--- config.mk ---
export PLATFORM = sky130hd
export DESIGN_NAME = write_channel_arbiter
export DESIGN_NICKNAME = d
export VERILOG_FILES = /design/src/rtl/write_channel_arbiter_pkg.sv /design/src/rtl/write_channel_arbiter_rr_picker.sv /design/src/rtl/write_channel_arbiter.sv
export SDC_FILE = /design/constraint.sdc
export NUM_CORES = 1
export LEC_CHECK = 0
export CAP_MARGIN = 20
export CORE_AREA = 4 4 456 458
export CTS_CLUSTER_DIAMETER = 150
export DETAILED_ROUTE_END_ITERATION = 6
export DIE_AREA = 0 0 460 462
export PLACE_DENSITY_LB_ADDON = 0.12
export SYNTH_ARGS = -nofsm -noshare
export SYNTH_HDL_FRONTEND = slang
export SYNTH_SLANG_ARGS = --single-unit
--- constraint.sdc ---
create_clock -name clk -period 3.05 [get_ports clk]
set_input_delay 0.4575 -clock clk [delete_from_list [all_inputs] [get_ports clk]]
set_output_delay 0.4575 -clock clk [all_outputs]
set_load 0.01 [all_outputs]
--- src/rtl/write_channel_arbiter_pkg.sv ---
// Shared transaction-layer constants and types for the write-channel arbiter.
// Connection-count limits, payload widths and the connection-id width live here.
package write_channel_arbiter_pkg;

  localparam int NUM_CONN_MIN = 2;
  localparam int NUM_CONN_MAX = 16;
  localparam int NUM_CONN_DEF = 4;
  localparam int AW_W_DEF     = 84;
  localparam int W_W_DEF      = 144;
  localparam int CONN_ID_W    = 4;

  typedef enum logic {
    ST_IDLE = 1'b0,
    ST_BUSY = 1'b1
  } arb_state_e;

  // Successor of a connection index, wrapping at num_conn.
  function automatic logic [CONN_ID_W-1:0] next_conn(input logic [CONN_ID_W-1:0] idx,
                                                     input int num_conn);
    if (int'(idx) >= num_conn - 1) return '0;
    return idx + 1'b1;
  endfunction

endpackage

--- src/rtl/write_channel_arbiter_rr_picker.sv ---
// Combinational round-robin picker: first requesting index at or after i_ptr,
// wrapping, returned both one-hot and as an index.
module rr_picker
  import write_channel_arbiter_pkg::*;
#(
  parameter int N = NUM_CONN_DEF
) (
  input  logic [N-1:0]         i_req,
  input  logic [CONN_ID_W-1:0] i_ptr,
  output logic [N-1:0]         o_grant,
  output logic [CONN_ID_W-1:0] o_idx,
  output logic                 o_any
);

  // Scan from the farthest offset down so the candidate closest to i_ptr wins.
  always_comb begin
    o_grant = '0;
    o_idx   = '0;
    o_any   = 1'b0;
    for (int k = N - 1; k >= 0; k--) begin
      if (i_req[(int'(i_ptr) + k) % N]) begin
        o_grant = N'(1) << ((int'(i_ptr) + k) % N);
        o_idx   = CONN_ID_W'((int'(i_ptr) + k) % N);
        o_any   = 1'b1;
      end
    end
  end

endmodule

--- src/rtl/write_channel_arbiter.sv ---
// Grants one connection at a time the AW/W path to the width converter and
// passes its handshakes through combinationally until the last W beat.
module write_channel_arbiter
  import write_channel_arbiter_pkg::*;
#(
  parameter int NUM_CONN = NUM_CONN_DEF,
  parameter int AW_W     = AW_W_DEF,
  parameter int W_W      = W_W_DEF
) (
  input  logic                     clk,
  input  logic                     reset,
  input  logic [NUM_CONN*AW_W-1:0] s_aw,
  input  logic [NUM_CONN-1:0]      s_aw_valid,
  output logic [NUM_CONN-1:0]      s_aw_ready,
  input  logic [NUM_CONN*W_W-1:0]  s_w,
  input  logic [NUM_CONN-1:0]      s_w_last,
  input  logic [NUM_CONN-1:0]      s_w_valid,
  output logic [NUM_CONN-1:0]      s_w_ready,
  input  logic [NUM_CONN-1:0]      conn_enable,
  output logic [AW_W-1:0]          aw,
  output logic [CONN_ID_W-1:0]     aw_connection_id,
  output logic                     aw_valid,
  input  logic                     aw_ready,
  output logic [W_W-1:0]           w,
  output logic                     w_last,
  output logic                     w_valid,
  input  logic                     w_ready,
  output logic                     busy,
  output logic [NUM_CONN-1:0]      grant
);

  arb_state_e            r_state;
  arb_state_e            w_state_next;
  logic [NUM_CONN-1:0]   r_grant;
  logic [CONN_ID_W-1:0]  r_conn_id;
  logic [CONN_ID_W-1:0]  r_rr_ptr;
  logic                  r_aw_done;

  logic [NUM_CONN-1:0]   w_eligible;
  logic [NUM_CONN-1:0]   w_pick_grant;
  logic [CONN_ID_W-1:0]  w_pick_idx;
  logic                  w_pick_any;
  logic                  w_aw_hs;
  logic                  w_w_last_hs;
  logic [AW_W-1:0]       w_aw_masked [NUM_CONN];
  logic [W_W-1:0]        w_w_masked  [NUM_CONN];

  // AW is only accepted alongside the first W beat, so both valids must be up.
  assign w_eligible = s_aw_valid & s_w_valid & conn_enable;

  rr_picker #(
    .N (NUM_CONN)
  ) u_rr_picker (
    .i_req   (w_eligible),
    .i_ptr   (r_rr_ptr),
    .o_grant (w_pick_grant),
    .o_idx   (w_pick_idx),
    .o_any   (w_pick_any)
  );

  // One-hot AND-OR mux: a non-granted payload can never leak to the outputs.
  genvar gi;
  generate
    for (gi = 0; gi < NUM_CONN; gi++) begin : g_mask
      assign w_aw_masked[gi] = {AW_W{r_grant[gi]}} & s_aw[gi*AW_W +: AW_W];
      assign w_w_masked[gi]  = {W_W{r_grant[gi]}} & s_w[gi*W_W +: W_W];
    end
  endgenerate

  assign w_aw_hs     = aw_valid & aw_ready;
  assign w_w_last_hs = w_valid & w_ready & w_last;

  always_ff @(posedge clk) begin
    if (reset) r_state <= ST_IDLE;
    else       r_state <= w_state_next;
  end

  always_comb begin
    w_state_next = r_state;
    case (r_state)
      ST_IDLE: if (w_pick_any)  w_state_next = ST_BUSY;
      ST_BUSY: if (w_w_last_hs) w_state_next = ST_IDLE;
      default: w_state_next = ST_IDLE;
    endcase
  end

  always_comb begin
    aw         = '0;
    w          = '0;
    w_last     = 1'b0;
    aw_valid   = 1'b0;
    w_valid    = 1'b0;
    s_aw_ready = '0;
    s_w_ready  = '0;
    busy       = 1'b0;
    if (r_state == ST_BUSY) begin
      busy = 1'b1;
      for (int i = 0; i < NUM_CONN; i++) begin
        aw = aw | w_aw_masked[i];
        w  = w | w_w_masked[i];
      end
      w_last     = |(r_grant & s_w_last);
      aw_valid   = (|(r_grant & s_aw_valid)) & ~r_aw_done;
      w_valid    = |(r_grant & s_w_valid);
      s_aw_ready = r_grant & {NUM_CONN{aw_ready & ~r_aw_done}};
      s_w_ready  = r_grant & {NUM_CONN{w_ready}};
    end
  end

  assign grant            = r_grant;
  assign aw_connection_id = r_conn_id;

  always_ff @(posedge clk) begin
    if (reset) begin
      r_grant   <= '0;
      r_conn_id <= '0;
      r_rr_ptr  <= '0;
      r_aw_done <= 1'b0;
    end else begin
      case (r_state)
        ST_IDLE: begin
          if (w_pick_any) begin
            r_grant   <= w_pick_grant;
            r_conn_id <= w_pick_idx;
            r_aw_done <= 1'b0;
          end
        end
        ST_BUSY: begin
          if (w_w_last_hs) begin
            r_grant   <= '0;
            r_rr_ptr  <= next_conn(r_conn_id, NUM_CONN);
            r_aw_done <= 1'b0;
          end else if (w_aw_hs) begin
            r_aw_done <= 1'b1;
          end
        end
        default: r_grant <= '0;
      endcase
    end
  end

endmodule

* After elaboration in Yosys (flattened, before gate mapping)
Cells that the tools add are included.
Word-level totals: register bits 12, input port bits 932, output and inout bits 248, logic and storage cells 109
Cells by class: add/sub/neg operators 4, order comparisons 5, equal/unequal tests 3, shift-type cells 4, muxes and demuxes 47, bitwise logic cells 31, reductions and logical operators 10
Operators by type and width (count):
- 144-bit AND | 4
- 144-bit bitwise OR | 3
- 84-bit AND | 4
- 84-bit bitwise OR | 3
- 144-bit 2-to-1 mux | 1
- 1-bit by 32-bit << shifter with 4-bit output (first input constant) | 3
- 84-bit 2-to-1 mux | 1
- 4-bit 2-to-1 mux | 12
- 4-bit AND | 7
- 1-bit 2-to-1 mux | 24
- 3-bit by 4-bit < comparator with 1-bit output (second input constant) | 3
- 4-bit OR reduction | 3
- 1-bit binary-select mux with 2-bit select | 4
- 4-bit case mux with 2 select lines | 1
- 2-bit AND reduction | 4
- 2-bit OR reduction | 3
- 1-bit AND | 5
- 2-bit by 1-bit adder with 2-bit output (second input constant) | 2
- 2-bit adder (second input constant) | 2
- 4-bit by 2-bit >= comparator with 1-bit output (second input constant) | 1
- 2-bit 2-to-1 mux | 2
- 2-bit by 1-bit inequality test with 1-bit output (second input constant) | 2
- 1-bit case mux with 2 select lines | 2
- 1-bit by 2-bit << shifter with 4-bit output (first input constant) | 1
- other kinds (4) | 7

* Logic depth before layout (Yosys ltp)
Gate-level depths: netlist (run 1).
word-level depth 12, mapped depth 7, depth with buffers taken out 7

* By module
A second synthesis (run 1) with hierarchy kept.
Second synthesis, totals: cells, all modules 961, area, all modules 7015.5 sq um
Modules (own cells, without submodules):
- write_channel_arbiter | times used 1, cells an instance 897, area each 6487.5 sq um, sequential area each 280.3 sq um
- rr_picker | times used 1, cells an instance 64, area each 528.0 sq um, sequential area each 0.0 sq um

* Worst setup path before layout (run 1)
No wires, ideal clock.
path kind flip-flop to flip-flop, start reg r_rr_ptr[0], end reg r_grant[0] (netlist: grant[0]), library setup time 0.136 ns, data arrival time 2.266 ns, data required time 2.914 ns, slack 0.647 ns, cell stages (with the launch flop) 8, buffers on the path 0, clock period less this slack 2.403 ns, path through dfxtp_1 > clkinv_1 > ha_1 > nand4b_1 > a32o_1 > and2_4 > a31oi_1 > o32ai_1
On the way: word-level cells in the longest chain between the ends 10, elaborated cells on any way between the ends 36, classes of those cells add/sub: 3; eq/ne: 1; shift: 4; mux: 21; bitwise: 3; reduce/logical: 4
Ends and longest elaborated chain:
- from (decl) | line write_channel_arbiter.sv:36 | logic [CONN_ID_W-1:0] r_rr_ptr;
- from (signal assigned) | line write_channel_arbiter.sv:131 | r_rr_ptr <= next_conn(r_conn_id, NUM_CONN);
- 2-bit adder | line write_channel_arbiter_rr_picker.sv:21, write_channel_arbiter_rr_picker.sv:22
- 1-bit binary-select mux with 2-bit select or 2-bit OR reduction (tied branches)
- 1-bit 2-to-1 mux (not written as such) or 1-bit AND (tied branches)
- 1-bit 2-to-1 mux (not written as such) or 1-bit by 32-bit << shifter with 4-bit output (tied branches) | line write_channel_arbiter_rr_picker.sv:21, write_channel_arbiter_rr_picker.sv:22
- 4-bit 2-to-1 mux or 1-bit 2-to-1 mux (tied branches) (4 in a row) | line write_channel_arbiter_rr_picker.sv:21 | if (i_req[(int'(i_ptr) + k) % N]) begin
- 4-bit 2-to-1 mux or 2-bit by 1-bit inequality test with 1-bit output (tied branches)
- 4-bit case mux with 2 select lines or 2-bit AND reduction (tied branches)
- to (signal assigned) | line write_channel_arbiter.sv:123 | r_grant <= w_pick_grant;
- to (decl) | line write_channel_arbiter.sv:34 | logic [NUM_CONN-1:0] r_grant;
Parallel ways exist; a longest one is shown, timed or not. The select of a mux whose other input is x is not followed. A chain may end at the register's enable or synchronous reset.

* Worst setup path in the final report (run 1)
start reg r_grant[3] (netlist: grant[3]), end out w[79]
On the way: word-level cells in the longest chain between the ends 3
Ends and longest elaborated chain:
- 144-bit AND | line write_channel_arbiter.sv:66 | assign w_w_masked[gi] = {W_W{r_grant[gi]}} & s_w[gi*W_W +: W_W];
- 144-bit bitwise OR | line write_channel_arbiter.sv:100 | w = w | w_w_masked[i];
- 144-bit 2-to-1 mux | line write_channel_arbiter.sv:96 | if (r_state == ST_BUSY) begin
- to (decl) | line write_channel_arbiter.sv:24 | output logic [W_W-1:0] w,
Every way passes these cells.

==> results of run 1 <==
[critical path, cell delays in order, from the launching register on]
cell and delay, ns:
dfxtp_4 0.51, buf_12 0.23, buf_4 0.21, a22oi_1 0.15
a21oi_1 0.41, clkdlybuf4s50_1 0.65
[flip-flops by register name, summed over array words and instances, names as in the netlist]
signal,cells
grant,4
aw_connection_id,2
r_rr_ptr,2
r_aw_done,1
r_state,1
[power by group through the flow]
stage	Combinational, mW	Sequential [mW]	Clock [mW]
final	2.80	0.149	0.234
after global routing	2.95	0.150	0.243
after CTS	2.86	0.150	0.239
after detailed placement	2.85	0.152	0
after global placement	2.85	0.152	0
after floorplan	0.577	0.145	0
[kinds of logic after synthesis]
group	synth area share
other cells	0.000613
simple gates	0.0491
buf+inv	0.0895
flops	0.0327
compound gates	0.809
mux	0.00879
fa+ha+maj	0.0102
[layer usage]
metal	up-vias	global-route usage	part of all wire
li1	6420	-	-
met1	6967	0.159	0.43
met2	889	0.208	0.46
met3	162	0.0543	0.10
met4	108	0.0100	0.0094
met5	-	0	0.0048
[placed cells by master, fill, tap and decap left out, drive strengths merged, types with 6 or more instances in the layout]
| cell | count |
|---|---|
| buf | 181 |
| o32ai | 8 |
| and2 | 6 |
| diode | 17 |
| nand3 | 6 |
| a21oi | 235 |
| dfxtp | 10 |
| a22oi | 461 |
| inv | 9 |
| clkdlybuf4s50 | 1136 |
| nand4 | 6 |
[synth_stat cells, drive strengths merged (2+ instances only)]
master | number | area, um2
and3 | 5 | 31.3
and4 | 2 | 17.5
nand2b | 2 | 12.5
inv | 9 | 33.8
nand3 | 6 | 30.0
o32ai | 8 | 70.1
nor3 | 4 | 20.0
nand2 | 3 | 11.3
a41oi | 2 | 17.5
mux2i | 2 | 20.0
dfxtp | 10 | 200
buf | 10 | 45.0
o211ai | 5 | 37.5
nand4b | 4 | 35.0
and4b | 2 | 20.0
a21oi | 235 | 1180
clkbuf | 124 | 465
a211oi | 4 | 30.0
nor3b | 2 | 15.0
a22o | 2 | 17.5
and2 | 6 | 40.0
o22ai | 5 | 31.3
nand4 | 6 | 37.5
ha | 5 | 62.6
o2111ai | 4 | 35.0
nor2 | 3 | 11.3
a22oi | 461 | 3460
o211a | 2 | 20.0
[worst min-delay path by stage]
stage	endpoint	slack, ns
6_report	aw_connection_id[1]	0.53
3_5_place_dp	aw_connection_id[1]	0.53
5_1_grt	aw_connection_id[1]	0.56
4_1_cts	aw_connection_id[1]	0.54
2_1_floorplan	r_aw_done	0.50
3_3_place_gp	aw_connection_id[1]	0.55
[layout make-up]
type,count,area (um2)
Clock buffer,3,75.1
Fill cell,23700,181000
Timing Repair Buffer,1317,13400
Inverter,10,45.0
Multi-Input combinational cell,794,5380
Antenna cell,17,42.5
Tap cell,2688,3360
Clock inverter,1,3.75
Sequential cell,10,215
==> results.cfg, run 1 <==
[min_path]
min_from = aw_connection_id[1]
timing.hold.worst_path_depth = 2
hold_path.class = reg2reg

[floorplanning]
rows = 166
fp.dieH_um = 462
start_util = 0.0300
dieArea_mm2 = 0.213
dieWidth_um = 460
io-pin-count = 1180
core_mm2 = 0.204

[sta]
fin_crit_sh = 0.951
setup_tns_ns = 0
rsz0062_at_grt = false
setup_viol = 0
tightestPinTransition_ns = 0.727
whs_ns = 0.530
slew_violations = 0
slew_headroom = 0.515
fin_crit_ns = 2.90
finalWorstSetupSlack_ns = 0.150
hold_violations = 0
skew_ns = 0.00163
fmax_ghz = 0.345

[job]
cap_violations = 0

[cells_and_area]
syn2layout_area_growth_pct = 268
final_util = 0.110
drive_gt1_frac = 0.0909
fin_cells = 4840
final_nets = 3073
finish.instance_area_mm2 = 0.0225

[yosys]
avgSynthCellArea_um2 = 6.46
synth-main-ff-cell = dfxtp_1
synth_cell_types = 45
netlist_area_mm2 = 0.00612
yosysWarnings = 0
ys_seq_area_frac = 0.0327
synthArstFlopShare = 0
ys_ff_latch = 10
synth-edff-count = 0
synthCells = 947

[global_route]
grt_max_degree = 48
grt_pass1_wl_um = 176000
grt_pass1_vias = 15100
antenna_found_initial = 112
track_usage = 0.126
gr-total-overflow = 0

[power]
pwr-share-comb = 0.880
peakVddDrop_mv = 0.135
p_int_mw = 1.91
p_leak_nw = 6.33
pwr-share-seq = 0.047
pwr-share-clk = 0.074
power_mw = 3.18
pwr_density_cell_mw_per_mm2 = 141
p_sw_frac = 0.401
p_sw_mw = 1.28

[placement]
dp_hpwl_um = 131000
place.gp.congestion = 0.840
dp_cells = 4819
pre_cts_ws_ns = -0.0734
placed_cell_area_mm2 = 0.0224
io_buffers = 1177

[clocking]
clk_latency_ns = 0.24
cts_hold_buf = 0
clock_sinks = 10
root_buffer = clkbuf_16
cts_tree = done
clk_pin_slew_ns = 0.04
clockBufferDepth = 2
cts_buffers = 3
cts_setup_buffers = 0
htree_levels = 1
cts_resized = 1

[route]
wl_um = 144000
avgViaCountPerCell = 3.01
wl_per_cell_um = 29.8
drt_iter0_markers = 854
vias = 14500
first_pass_iters = 5
drc = 0
ant_nets = 0

[critical_path]
path_class = reg2out
rr_endpoint = aw_connection_id[1]
cp.arrival_ns = 2.44
cp_max_fo = 17
rrSetupSlack_ns = 0.64
ff2ff_path_depth = 7
required_ns = 2.59
timing.rr.start = r_rr_ptr[0]
end_kind = primary output
timing.critical_path.to = w[79]
critPathLaunch = grant[3]
worstSetupStartpointType = register

[run_status]
outcome = finished, final reports clean
Power figures use the tool's default switching activity.
==> inputs of run 2 (changes only) <==
- CORE_AREA: 4 4 456 458 -> 2 2 454 456
- CTS_CLUSTER_DIAMETER: 150 -> 100
- DIE_AREA: 0 0 460 462 -> 0 0 456 458
==> results.cfg, run 2 (same netlist as run 1, synthesis figures left out) <==
[clocking]
clk_pin_slew_ns = 0.04
cts_resized = 0
clockBufferDepth = 2
root_buffer = clkbuf_16
cts_buffers = 3
clock_sinks = 10
htree_levels = 1
clk_latency_ns = 0.24
cts_setup_buffers = 0
cts_tree = done
cts_hold_buf = 0

[sta]
tightestPinTransition_ns = 0.801
skew_ns = 0.00316
fin_crit_ns = 2.92
fmax_ghz = 0.342
fin_crit_sh = 0.958
whs_ns = 0.525
hold_violations = 0
rsz0062_at_grt = false
slew_headroom = 0.466
setup_viol = 0
slew_violations = 0
setup_tns_ns = 0

[cells_and_area]
final_nets = 3059
final_cell_mix = 1127 x clkdlybuf4s50_1, 461 x a22oi_1, 235 x a21oi_1, 129 x buf_4, 47 x buf_12
drive_gt1_frac = 0.0886
syn2layout_area_growth_pct = 265
final_util = 0.110
largest_reg_flops = 4
layout_commonest_cell = clkdlybuf4s50_1
fin_cells = 4826

[critical_path]
required_ns = 2.59
worstSetupStartpointType = input pin
ff2ff_path_depth = 9
path_class = in2out
cp_max_fo = 7
rrSetupSlack_ns = 0.55
end_kind = primary output
cp.arrival_ns = 2.46

[job]
cap_violations = 0

[floorplanning]
fp.dieH_um = 458
core_mm2 = 0.204
dieArea_mm2 = 0.209
start_util = 0.0300
rows = 166
dieWidth_um = 456
io-pin-count = 1180

[route]
drc = 0
drt_iter0_markers = 852
vias = 14200
wl_per_cell_um = 28.2
first_pass_iters = 5
ant_nets = 0
wl_um = 136000
avgViaCountPerCell = 2.94

[run_status]
outcome = finished, final reports clean

[global_route]
antenna_found_initial = 69
grt_pass1_vias = 14800
grt_pass1_wl_um = 170000
track_usage = 0.123
gr-total-overflow = 0
grt_max_degree = 60

[placement]
place.gp.congestion = 0.863
dp_hpwl_um = 122000
io_buffers = 1177
dp_cells = 4805

[min_path]
timing.hold.worst_path_depth = 2
hold_path.class = reg2reg

[power]
pwr_density_cell_mw_per_mm2 = 140
p_leak_nw = 6.26
peakVddDrop_mv = 0.176
## run 2: routing by layer
layer,wire length [um],GRT usage,vias to the layer above
met2,68500,0.223,707
met5,210,0,-
met4,982,0.00436,32
li1,-,-,6379
met1,56900,0.150,6970
met3,9510,0.0348,106
## run 2: path summary, 6_finish.rpt
check	startpoint	endpoint
worst max-delay path	s_aw_valid[3]	aw_valid
worst min-delay path	aw_connection_id[1]	aw_connection_id[1]
worst max register to register	r_rr_ptr[0]	grant[3]
worst min register to register	aw_connection_id[1]	aw_connection_id[1]
## run 2: report_power, final
part | internal, mW | switching (mW) | total (mW) | leakage, nW
Clock | 0.175 | 0.0608 | 0.236 | 0.0383
Sequential | 0.135 | 0.0201 | 0.155 | 0.0843
Combinational | 1.58 | 1.16 | 2.74 | 6.14
Total | 1.89 | 1.24 | 3.13 | 6.26
## run 2: through the flow
step | area, um2 | total power, mW | worst slack, ns
floorplan | 6120 | 0.722 | 0.647
global placement | 22200 | 2.94 | 0.203
detailed placement | 22200 | 2.93 | 0.240
CTS | 22300 | 3.19 | 0.145
global route | 22300 | 3.31 | 0.134
finish | 22300 | 3.13 | 0.129
## run 2: layout make-up
| class | count | area [um2] |
|---|---|---|
| clock buffer | 4 | 78.8 |
| multi-input combinational | 794 | 5380 |
| sequential | 10 | 215 |
| fill | 23600 | 181000 |
| antenna | 17 | 42.5 |
| inverter | 10 | 45.0 |
| timing repair buffer | 1303 | 13200 |
| tap | 2688 | 3360 |
## run 2: worst max-delay path, stage by stage
cell,delay [ns]
clkdlybuf4s50_1,0.53
a22o_1,0.34
a221oi_1,0.66
nor3_1,0.25
buf_4,0.22
